===== config.mk =====
export PLATFORM = sky130hd
export DESIGN_NAME = id_stage_pipe
export DESIGN_NICKNAME = d
export VERILOG_FILES = /design/src/rtl/id_stage_pipe.sv
export SDC_FILE = /design/constraint.sdc
export NUM_CORES = 2
export LEC_CHECK = 0
export ABC_AREA = 1
export CAP_MARGIN = 5
export CORE_UTILIZATION = 60
export CTS_CLUSTER_SIZE = 25
export DETAILED_ROUTE_END_ITERATION = 10
export PLACE_DENSITY_LB_ADDON = 0.12
export SLEW_MARGIN = 10
export SYNTH_ARGS = -nofsm -noshare
export SYNTH_HDL_FRONTEND = slang
export SYNTH_SLANG_ARGS = --single-unit
export TNS_END_PERCENT = 50

===== constraint.sdc =====
create_clock -name i_clk -period 57.7 [get_ports i_clk]
set_clock_uncertainty 0.1 [all_clocks]
set_input_delay 11.54 -clock i_clk [delete_from_list [all_inputs] [get_ports i_clk]]
set_output_delay 11.54 -clock i_clk [all_outputs]
set_load 0.03 [all_outputs]

===== src/rtl/id_stage_pipe.sv =====
// Decode stage: register file, control decode and immediate generation behind an ID/EX register,
// with valid/ready handshakes, load-use bubble and branch flush. Define ID_WB_BYPASS_EN for WB->ID bypass.

package id_stage_pkg;
    typedef struct packed {
        logic [3:0] aluOp;
        logic       aluSrc;
        logic       branch;
        logic       jump;
        logic       auipc;
    } ex_ctrl_t;

    typedef struct packed {
        logic       memRead;
        logic       memWrite;
        logic [2:0] funct3;
    } mem_ctrl_t;

    typedef struct packed {
        logic       regWrite;
        logic [1:0] wbSel;
    } wb_ctrl_t;

    localparam logic [6:0] OP_R      = 7'b0110011;
    localparam logic [6:0] OP_IMM    = 7'b0010011;
    localparam logic [6:0] OP_LOAD   = 7'b0000011;
    localparam logic [6:0] OP_STORE  = 7'b0100011;
    localparam logic [6:0] OP_BRANCH = 7'b1100011;
    localparam logic [6:0] OP_JAL    = 7'b1101111;
    localparam logic [6:0] OP_JALR   = 7'b1100111;
    localparam logic [6:0] OP_LUI    = 7'b0110111;
    localparam logic [6:0] OP_AUIPC  = 7'b0010111;

    localparam logic [1:0] WB_ALU = 2'd0;
    localparam logic [1:0] WB_MEM = 2'd1;
    localparam logic [1:0] WB_PC4 = 2'd2;
    localparam logic [1:0] WB_IMM = 2'd3;
endpackage

module id_control
    import id_stage_pkg::*;
(
    input  logic [31:0] i_instr,
    output ex_ctrl_t    o_ctrlEX,
    output mem_ctrl_t   o_ctrlMEM,
    output wb_ctrl_t    o_ctrlWB
);
    logic [6:0] opcode;
    logic [2:0] funct3;
    logic       f7b5;

    assign opcode = i_instr[6:0];
    assign funct3 = i_instr[14:12];
    assign f7b5   = i_instr[30];

    always_comb begin
        o_ctrlEX  = '0;
        o_ctrlMEM = '0;
        o_ctrlWB  = '0;
        case (opcode)
            OP_R: begin
                o_ctrlEX.aluOp    = {f7b5, funct3};
                o_ctrlWB.regWrite = 1'b1;
            end
            OP_IMM: begin
                // only the shift-right immediates carry an alternate-op bit
                o_ctrlEX.aluOp    = {(funct3 == 3'b101) && f7b5, funct3};
                o_ctrlEX.aluSrc   = 1'b1;
                o_ctrlWB.regWrite = 1'b1;
            end
            OP_LOAD: begin
                o_ctrlEX.aluSrc    = 1'b1;
                o_ctrlMEM.memRead  = 1'b1;
                o_ctrlMEM.funct3   = funct3;
                o_ctrlWB.regWrite  = 1'b1;
                o_ctrlWB.wbSel     = WB_MEM;
            end
            OP_STORE: begin
                o_ctrlEX.aluSrc    = 1'b1;
                o_ctrlMEM.memWrite = 1'b1;
                o_ctrlMEM.funct3   = funct3;
            end
            OP_BRANCH: begin
                o_ctrlEX.branch = 1'b1;
                o_ctrlEX.aluOp  = {1'b0, funct3};
            end
            OP_JAL: begin
                o_ctrlEX.jump     = 1'b1;
                o_ctrlWB.regWrite = 1'b1;
                o_ctrlWB.wbSel    = WB_PC4;
            end
            OP_JALR: begin
                o_ctrlEX.jump     = 1'b1;
                o_ctrlEX.aluSrc   = 1'b1;
                o_ctrlWB.regWrite = 1'b1;
                o_ctrlWB.wbSel    = WB_PC4;
            end
            OP_LUI: begin
                o_ctrlEX.aluSrc   = 1'b1;
                o_ctrlWB.regWrite = 1'b1;
                o_ctrlWB.wbSel    = WB_IMM;
            end
            OP_AUIPC: begin
                o_ctrlEX.auipc    = 1'b1;
                o_ctrlEX.aluSrc   = 1'b1;
                o_ctrlWB.regWrite = 1'b1;
            end
            default: ;
        endcase
    end
endmodule

module id_immGen
    import id_stage_pkg::*;
#(
    parameter int XLEN = 32
) (
    input  logic [31:0]     i_instr,
    output logic [XLEN-1:0] o_immediate
);
    logic [31:0] imm32;

    always_comb begin
        imm32 = '0;
        case (i_instr[6:0])
            OP_IMM, OP_LOAD, OP_JALR:
                imm32 = {{20{i_instr[31]}}, i_instr[31:20]};
            OP_STORE:
                imm32 = {{20{i_instr[31]}}, i_instr[31:25], i_instr[11:7]};
            OP_BRANCH:
                imm32 = {{20{i_instr[31]}}, i_instr[7], i_instr[30:25], i_instr[11:8], 1'b0};
            OP_LUI, OP_AUIPC:
                imm32 = {i_instr[31:12], 12'b0};
            OP_JAL:
                imm32 = {{12{i_instr[31]}}, i_instr[19:12], i_instr[20], i_instr[30:21], 1'b0};
            default: ;
        endcase
    end

    assign o_immediate = XLEN'(signed'(imm32));
endmodule

module id_stage_pipe
    import id_stage_pkg::*;
#(
    parameter int  XLEN       = 32,
    parameter int  NREGS      = 32,
    localparam int REG_ADDR_W = $clog2(NREGS)
) (
    input  logic                  i_clk,
    input  logic                  i_reset,
    input  logic                  i_valid,
    output logic                  o_ready,
    input  logic [31:0]           i_instr,
    input  logic [XLEN-1:0]       i_pc,
    input  logic                  i_flush,
    input  logic                  i_wrSig,
    input  logic [REG_ADDR_W-1:0] i_wrReg,
    input  logic [XLEN-1:0]       i_wrData,
    output logic                  o_valid,
    input  logic                  i_ready,
    output logic [XLEN-1:0]       o_pc,
    output logic [XLEN-1:0]       o_rdData1,
    output logic [XLEN-1:0]       o_rdData2,
    output logic [XLEN-1:0]       o_immediate,
    output logic [REG_ADDR_W-1:0] o_rs1,
    output logic [REG_ADDR_W-1:0] o_rs2,
    output logic [REG_ADDR_W-1:0] o_rd,
    output ex_ctrl_t              o_ctrlEX,
    output mem_ctrl_t             o_ctrlMEM,
    output wb_ctrl_t              o_ctrlWB,
    output logic                  o_stall
);
    logic [4:0] rs1_f, rs2_f, rd_f;
    assign rs1_f = i_instr[19:15];
    assign rs2_f = i_instr[24:20];
    assign rd_f  = i_instr[11:7];

    logic [XLEN-1:0] rf_q [NREGS];
    logic [XLEN-1:0] rf_d [NREGS];
    logic            wr_en;

    assign wr_en = i_wrSig && (i_wrReg != '0) && (int'(i_wrReg) < NREGS);

    always_comb begin
        rf_d = rf_q;
        for (int k = 1; k < NREGS; k++)
            if (wr_en && int'(i_wrReg) == k) rf_d[k] = i_wrData;
    end

    always_ff @(posedge i_clk or posedge i_reset) begin
        if (i_reset) begin
            for (int k = 0; k < NREGS; k++) rf_q[k] <= '0;
        end else begin
            rf_q <= rf_d;
        end
    end

    // Index-compare read so out-of-range and x0 indices fall through to zero.
    logic [XLEN-1:0] rd1, rd2;
    always_comb begin
        rd1 = '0;
        rd2 = '0;
        for (int k = 1; k < NREGS; k++) begin
            if (int'(rs1_f) == k) rd1 = rf_q[k];
            if (int'(rs2_f) == k) rd2 = rf_q[k];
        end
`ifdef ID_WB_BYPASS_EN
        if (wr_en && int'(i_wrReg) == int'(rs1_f)) rd1 = i_wrData;
        if (wr_en && int'(i_wrReg) == int'(rs2_f)) rd2 = i_wrData;
`endif
    end

    ex_ctrl_t        dec_ex;
    mem_ctrl_t       dec_mem;
    wb_ctrl_t        dec_wb;
    logic [XLEN-1:0] dec_imm;

    id_control u_control (
        .i_instr   (i_instr),
        .o_ctrlEX  (dec_ex),
        .o_ctrlMEM (dec_mem),
        .o_ctrlWB  (dec_wb)
    );

    id_immGen #(.XLEN(XLEN)) u_immgen (
        .i_instr     (i_instr),
        .o_immediate (dec_imm)
    );

    logic                  valid_q, valid_d;
    logic [XLEN-1:0]       pc_q, pc_d;
    logic [XLEN-1:0]       rd1_q, rd1_d;
    logic [XLEN-1:0]       rd2_q, rd2_d;
    logic [XLEN-1:0]       imm_q, imm_d;
    logic [REG_ADDR_W-1:0] rs1_q, rs1_d;
    logic [REG_ADDR_W-1:0] rs2_q, rs2_d;
    logic [REG_ADDR_W-1:0] rd_q, rd_d;
    ex_ctrl_t              ctrl_ex_q, ctrl_ex_d;
    mem_ctrl_t             ctrl_mem_q, ctrl_mem_d;
    wb_ctrl_t              ctrl_wb_q, ctrl_wb_d;

    logic       slot_free, hazard, accept;
    logic [4:0] rd_q5;

    assign rd_q5     = 5'(rd_q);
    assign slot_free = !valid_q || i_ready;
    assign hazard    = i_valid && valid_q && ctrl_mem_q.memRead && (rd_q != '0)
                       && ((rd_q5 == rs1_f) || (rd_q5 == rs2_f));
    assign o_ready   = slot_free && !hazard && !i_flush;
    assign accept    = i_valid && o_ready;
    assign o_stall   = hazard && slot_free;

    always_comb begin
        valid_d    = valid_q;
        pc_d       = pc_q;
        rd1_d      = rd1_q;
        rd2_d      = rd2_q;
        imm_d      = imm_q;
        rs1_d      = rs1_q;
        rs2_d      = rs2_q;
        rd_d       = rd_q;
        ctrl_ex_d  = ctrl_ex_q;
        ctrl_mem_d = ctrl_mem_q;
        ctrl_wb_d  = ctrl_wb_q;
        // Flush kills the slot even under backpressure; bubbles zero only the controls.
        if (i_flush || (slot_free && !accept)) begin
            valid_d    = 1'b0;
            ctrl_ex_d  = '0;
            ctrl_mem_d = '0;
            ctrl_wb_d  = '0;
        end else if (accept) begin
            valid_d    = 1'b1;
            pc_d       = i_pc;
            rd1_d      = rd1;
            rd2_d      = rd2;
            imm_d      = dec_imm;
            rs1_d      = REG_ADDR_W'(rs1_f);
            rs2_d      = REG_ADDR_W'(rs2_f);
            rd_d       = REG_ADDR_W'(rd_f);
            ctrl_ex_d  = dec_ex;
            ctrl_mem_d = dec_mem;
            ctrl_wb_d  = dec_wb;
        end
    end

    always_ff @(posedge i_clk or posedge i_reset) begin
        if (i_reset) begin
            valid_q    <= 1'b0;
            pc_q       <= '0;
            rd1_q      <= '0;
            rd2_q      <= '0;
            imm_q      <= '0;
            rs1_q      <= '0;
            rs2_q      <= '0;
            rd_q       <= '0;
            ctrl_ex_q  <= '0;
            ctrl_mem_q <= '0;
            ctrl_wb_q  <= '0;
        end else begin
            valid_q    <= valid_d;
            pc_q       <= pc_d;
            rd1_q      <= rd1_d;
            rd2_q      <= rd2_d;
            imm_q      <= imm_d;
            rs1_q      <= rs1_d;
            rs2_q      <= rs2_d;
            rd_q       <= rd_d;
            ctrl_ex_q  <= ctrl_ex_d;
            ctrl_mem_q <= ctrl_mem_d;
            ctrl_wb_q  <= ctrl_wb_d;
        end
    end

    assign o_valid     = valid_q;
    assign o_pc        = pc_q;
    assign o_rdData1   = rd1_q;
    assign o_rdData2   = rd2_q;
    assign o_immediate = imm_q;
    assign o_rs1       = rs1_q;
    assign o_rs2       = rs2_q;
    assign o_rd        = rd_q;
    assign o_ctrlEX    = ctrl_ex_q;
    assign o_ctrlMEM   = ctrl_mem_q;
    assign o_ctrlWB    = ctrl_wb_q;
endmodule


==> impl_metrics.py <==
metrics = {
    "synth": {
        "synth-seq-area-share_pct": 50.10,
        "synth.area.mux_share_pct": 0,
        "synth_compound_area_share_pct": 11.82,
        "synth_xor_area_share_pct": 0.06088,
        "async_flop_share_pct": 100.0,
        "synth_top_family_by_area": "simple AND/OR/NAND/NOR gates",
        "ys_ff_latch": 1152,
        "synthSimpleGateAreaFrac_pct": 30.49,
        "synth_edf_count": 0,
        "synthAdderAreaFrac_pct": 0,
        "synth_top_area_share_pct": 50.10,
        "netlist_area_um2": 57550,
        "yosys-top-cells-area": "dfrtp_1 (50%), nand2_1 (19%), o21ai_0 (9.9%), nor2_1 (5.1%), nand4_1 (4.9%)",
        "yosysTopAreaCell": "dfrtp_1",
        "synth_cells": 7915,
        "syn_area_per_cell_um2": 7.270,
        "ys.flop_type": "dfrtp_1",
        "ys_types": 40,
        "yosysWarnings": 0,
        "synth_nets": 8022,
    },
    "timing": {
        "period_share_pct": 44.86,
        "max_freq_mhz": 38.64,
        "finalSetupViolCount": 0,
        "rsz0062_at_grt": "no",
        "slew_headroom_pct": 10.46,
        "finalMaxSlewViolations": 0,
        "worst_pin_slew_ns": 1.342,
        "timing.hold.ws_ns": 0.3756,
        "timing.final.ws_setup_ns": 31.82,
        "timing.final.hold_violations": 0,
        "setup_tns_ns": 0,
        "period_minus_slack_ns": 25.88,
    },
    "placement": {
        "dpl_cell_area_um2": 60930,
        "hpwlAfterDp_um": 127800,
        "place_ws_ns": 31.83,
        "gp_congestion": 0.9463,
        "port_buffers": 268,
        "placed_cells": 9050,
    },
    "grt": {
        "grt_usage_pct": 41.60,
        "grt-ovfl-total": 0,
        "antenna_found_initial": 8,
        "grt_pass1_vias": 51980,
        "grt_max_degree": 180,
        "grt_pass1_wl_um": 309500,
    },
    "die": {
        "die_w_um": 311.7,
        "std_cell_rows": 113,
        "die-area_um2": 97150,
        "initial_core_util_pct": 60.57,
        "io_pins": 269,
        "die_y_um": 311.7,
        "core_um2": 95010,
    },
    "outcome": {
        "status": "completed",
    },
    "cts": {
        "cts_tree": "built",
        "post_cts_resized": 0,
        "clk_latency_ns": 0.75,
        "cts_setup_buffers": 0,
        "cts_max_level": 3,
        "clock_sinks": 1152,
        "path_clk_slew_ns": 0.06,
        "cts_made_buffers": 121,
        "root_buffer": "clkbuf_16",
        "hold_buffers": 0,
        "clockBufferDepth": 3,
    },
    "setup_path": {
        "crit_type": "in2out",
        "crit_fanout": 13,
        "worstPathArrival_ns": 14.24,
        "r2r_start": "o_rd[4]",
        "slowest_stage": "clkdlybuf4s50_1",
        "worstPathRequired_ns": 46.06,
        "path_buf_inv": 3,
        "rrSetupSlack_ns": 53.60,
        "r2r_end": "o_ctrlWB[2]",
        "path_common_cell": "clkdlybuf4s50_1",
        "cp-end-kind": "output pin",
        "cp_cell_sequence": "clkdlybuf4s50_1 > inv_2 > nand2_1 > o21ai_0 > a221oi_1 > nand3b_1 > a221o_1 > nor2_1 > clkdlybuf4s50_1",
        "rr_worst_depth": 13,
        "crit_family": "buffers and inverters",
        "start_kind": "primary input",
        "cp_slowest_stage_delay_ns": 0.86,
    },
    "route": {
        "totalWireLength_um": 202900,
        "viasPerCell": 6.019,
        "firstDrtPassIters": 6,
        "drt.antenna.violating_nets": 0,
        "drtIter0Drc": 8046,
        "vias": 55850,
        "post-route-drc-count": 0,
        "wl_per_cell_um": 21.86,
    },
    "cells_and_area": {
        "final_cell_mix": "nand2_1 (2885), dfrtp_1 (1152), o21ai_0 (1136)",
        "layout_commonest_cell": "nand2_1",
        "multi_input_area_um2": 24570,
        "fin_util_pct": 68.35,
        "drive_gt1_share_pct": 5.630,
        "stdcell_area_um2": 64940,
        "finalNonFillerCells": 9279,
        "fillers": 8017,
        "fin_nets": 8015,
        "regArea_um2": 28830,
        "area_growth_pct": 12.85,
    },
    "min_path": {
        "min-delay-start": "o_rdData2[0]",
        "whs_endpoint": "o_rdData2[0]",
        "min_path_type": "reg2reg",
        "hold_depth": 2,
    },
    "flow_run": {
        "cap_violations": 0,
    },
    "pwr": {
        "vdd_drop_max_uv": 29.96,
        "powerDensity_nw_per_um2": 34.06,
        "cellLeakagePower_nw": 29.69,
        "total_power_mw": 2.212,
    },
}
per-layer routing:
layer  routed length (µm)  track usage [%]  share of wire (%)  vias to the layer above
met5                   48                0              0.024                        -
met2                87450            61.23                 43                     3507
li1                     -                -                  -                    25250
met3                27460            12.41                 14                      634
met4                10550            21.11                5.2                        8
met1                77360            55.99                 38                    26450
final cells by class:
type / instances / share of cell area (%)
multi-input cells: 5633 / 37.84
diodes: 4 / 0.01541
inverters: 607 / 3.520
clock inverters: 38 / 0.6628
well taps: 1265 / 2.437
clock buffers: 187 / 5.495
flip-flops and latches: 1152 / 44.39
repair buffers: 393 / 5.634
sequential cells by signal (all words and copies together), names as in the netlist:
| register | count |
|---|---|
| o_pc | 32 |
| o_rdData2 | 32 |
| o_ctrlWB | 3 |
| o_rs1 | 5 |
| o_valid | 1 |
| o_rs2 | 5 |
| o_ctrlEX | 8 |
| o_immediate | 32 |
| o_rdData1 | 32 |
| rf_q | 992 |
| o_ctrlMEM | 5 |
| o_rd | 5 |
Yosys cell counts (2+ instances only):
master,instances
nor3_1,27
nand4_1,453
nand2_1,2917
o221ai_1,2
nand3_2,3
o21ai_1,2
a21oi_1,147
nor2_1,776
clkinv_1,3
inv_2,17
o31ai_1,3
nand3_1,65
o21a_1,26
buf_2,47
buf_4,8
dfrtp_1,1152
o21ai_0,1136
xnor2_1,4
or2_2,42
nand3b_1,2
inv_1,587
a221oi_1,7
nor2_2,7
clkbuf_1,457
o2111ai_1,2
buf_1,9
worst register-to-register path, cell delays in order, from the launching register on:
cell	delay, ns
dfrtp_1	0.50
nand2_1	0.11
o21ai_0	0.07
a221oi_1	0.23
nand3b_1	0.16
a221o_1	0.42
nand2_1	0.08
nor2_1	0.07
nand2_4	0.63
inv_2	0.64
o21ai_2	0.50
inv_2	0.21
nand3_1	0.11
o211ai_1	0.11
cells by family after synthesis:
group	count (synthesis)
compound gates	1332
xor+xnor	4
flops	1152
buf+inv	1130
simple gates	4297
where the power goes:
group	switching, mW	internal, mW	total (mW)
Sequential	0.105	0.954	1.06
Clock	0.336	0.455	0.791
Combinational	0.238	0.124	0.361
Total	0.679	1.53	2.21
how the worst max path moves through the flow:
stage / cells after the start / startpoint / slack, ns / end
global route: 9 / i_instr[19] / 31.69 / o_stall
finish: 9 / i_instr[19] / 31.82 / o_stall
detailed placement: 9 / i_instr[19] / 31.83 / o_stall
global placement: 9 / i_instr[19] / 31.74 / o_stall
CTS: 9 / i_instr[19] / 31.83 / o_stall
floorplan: 1 / i_reset / 13.61 / o_ctrlEX[0]
Power figures use the tool's default switching activity.
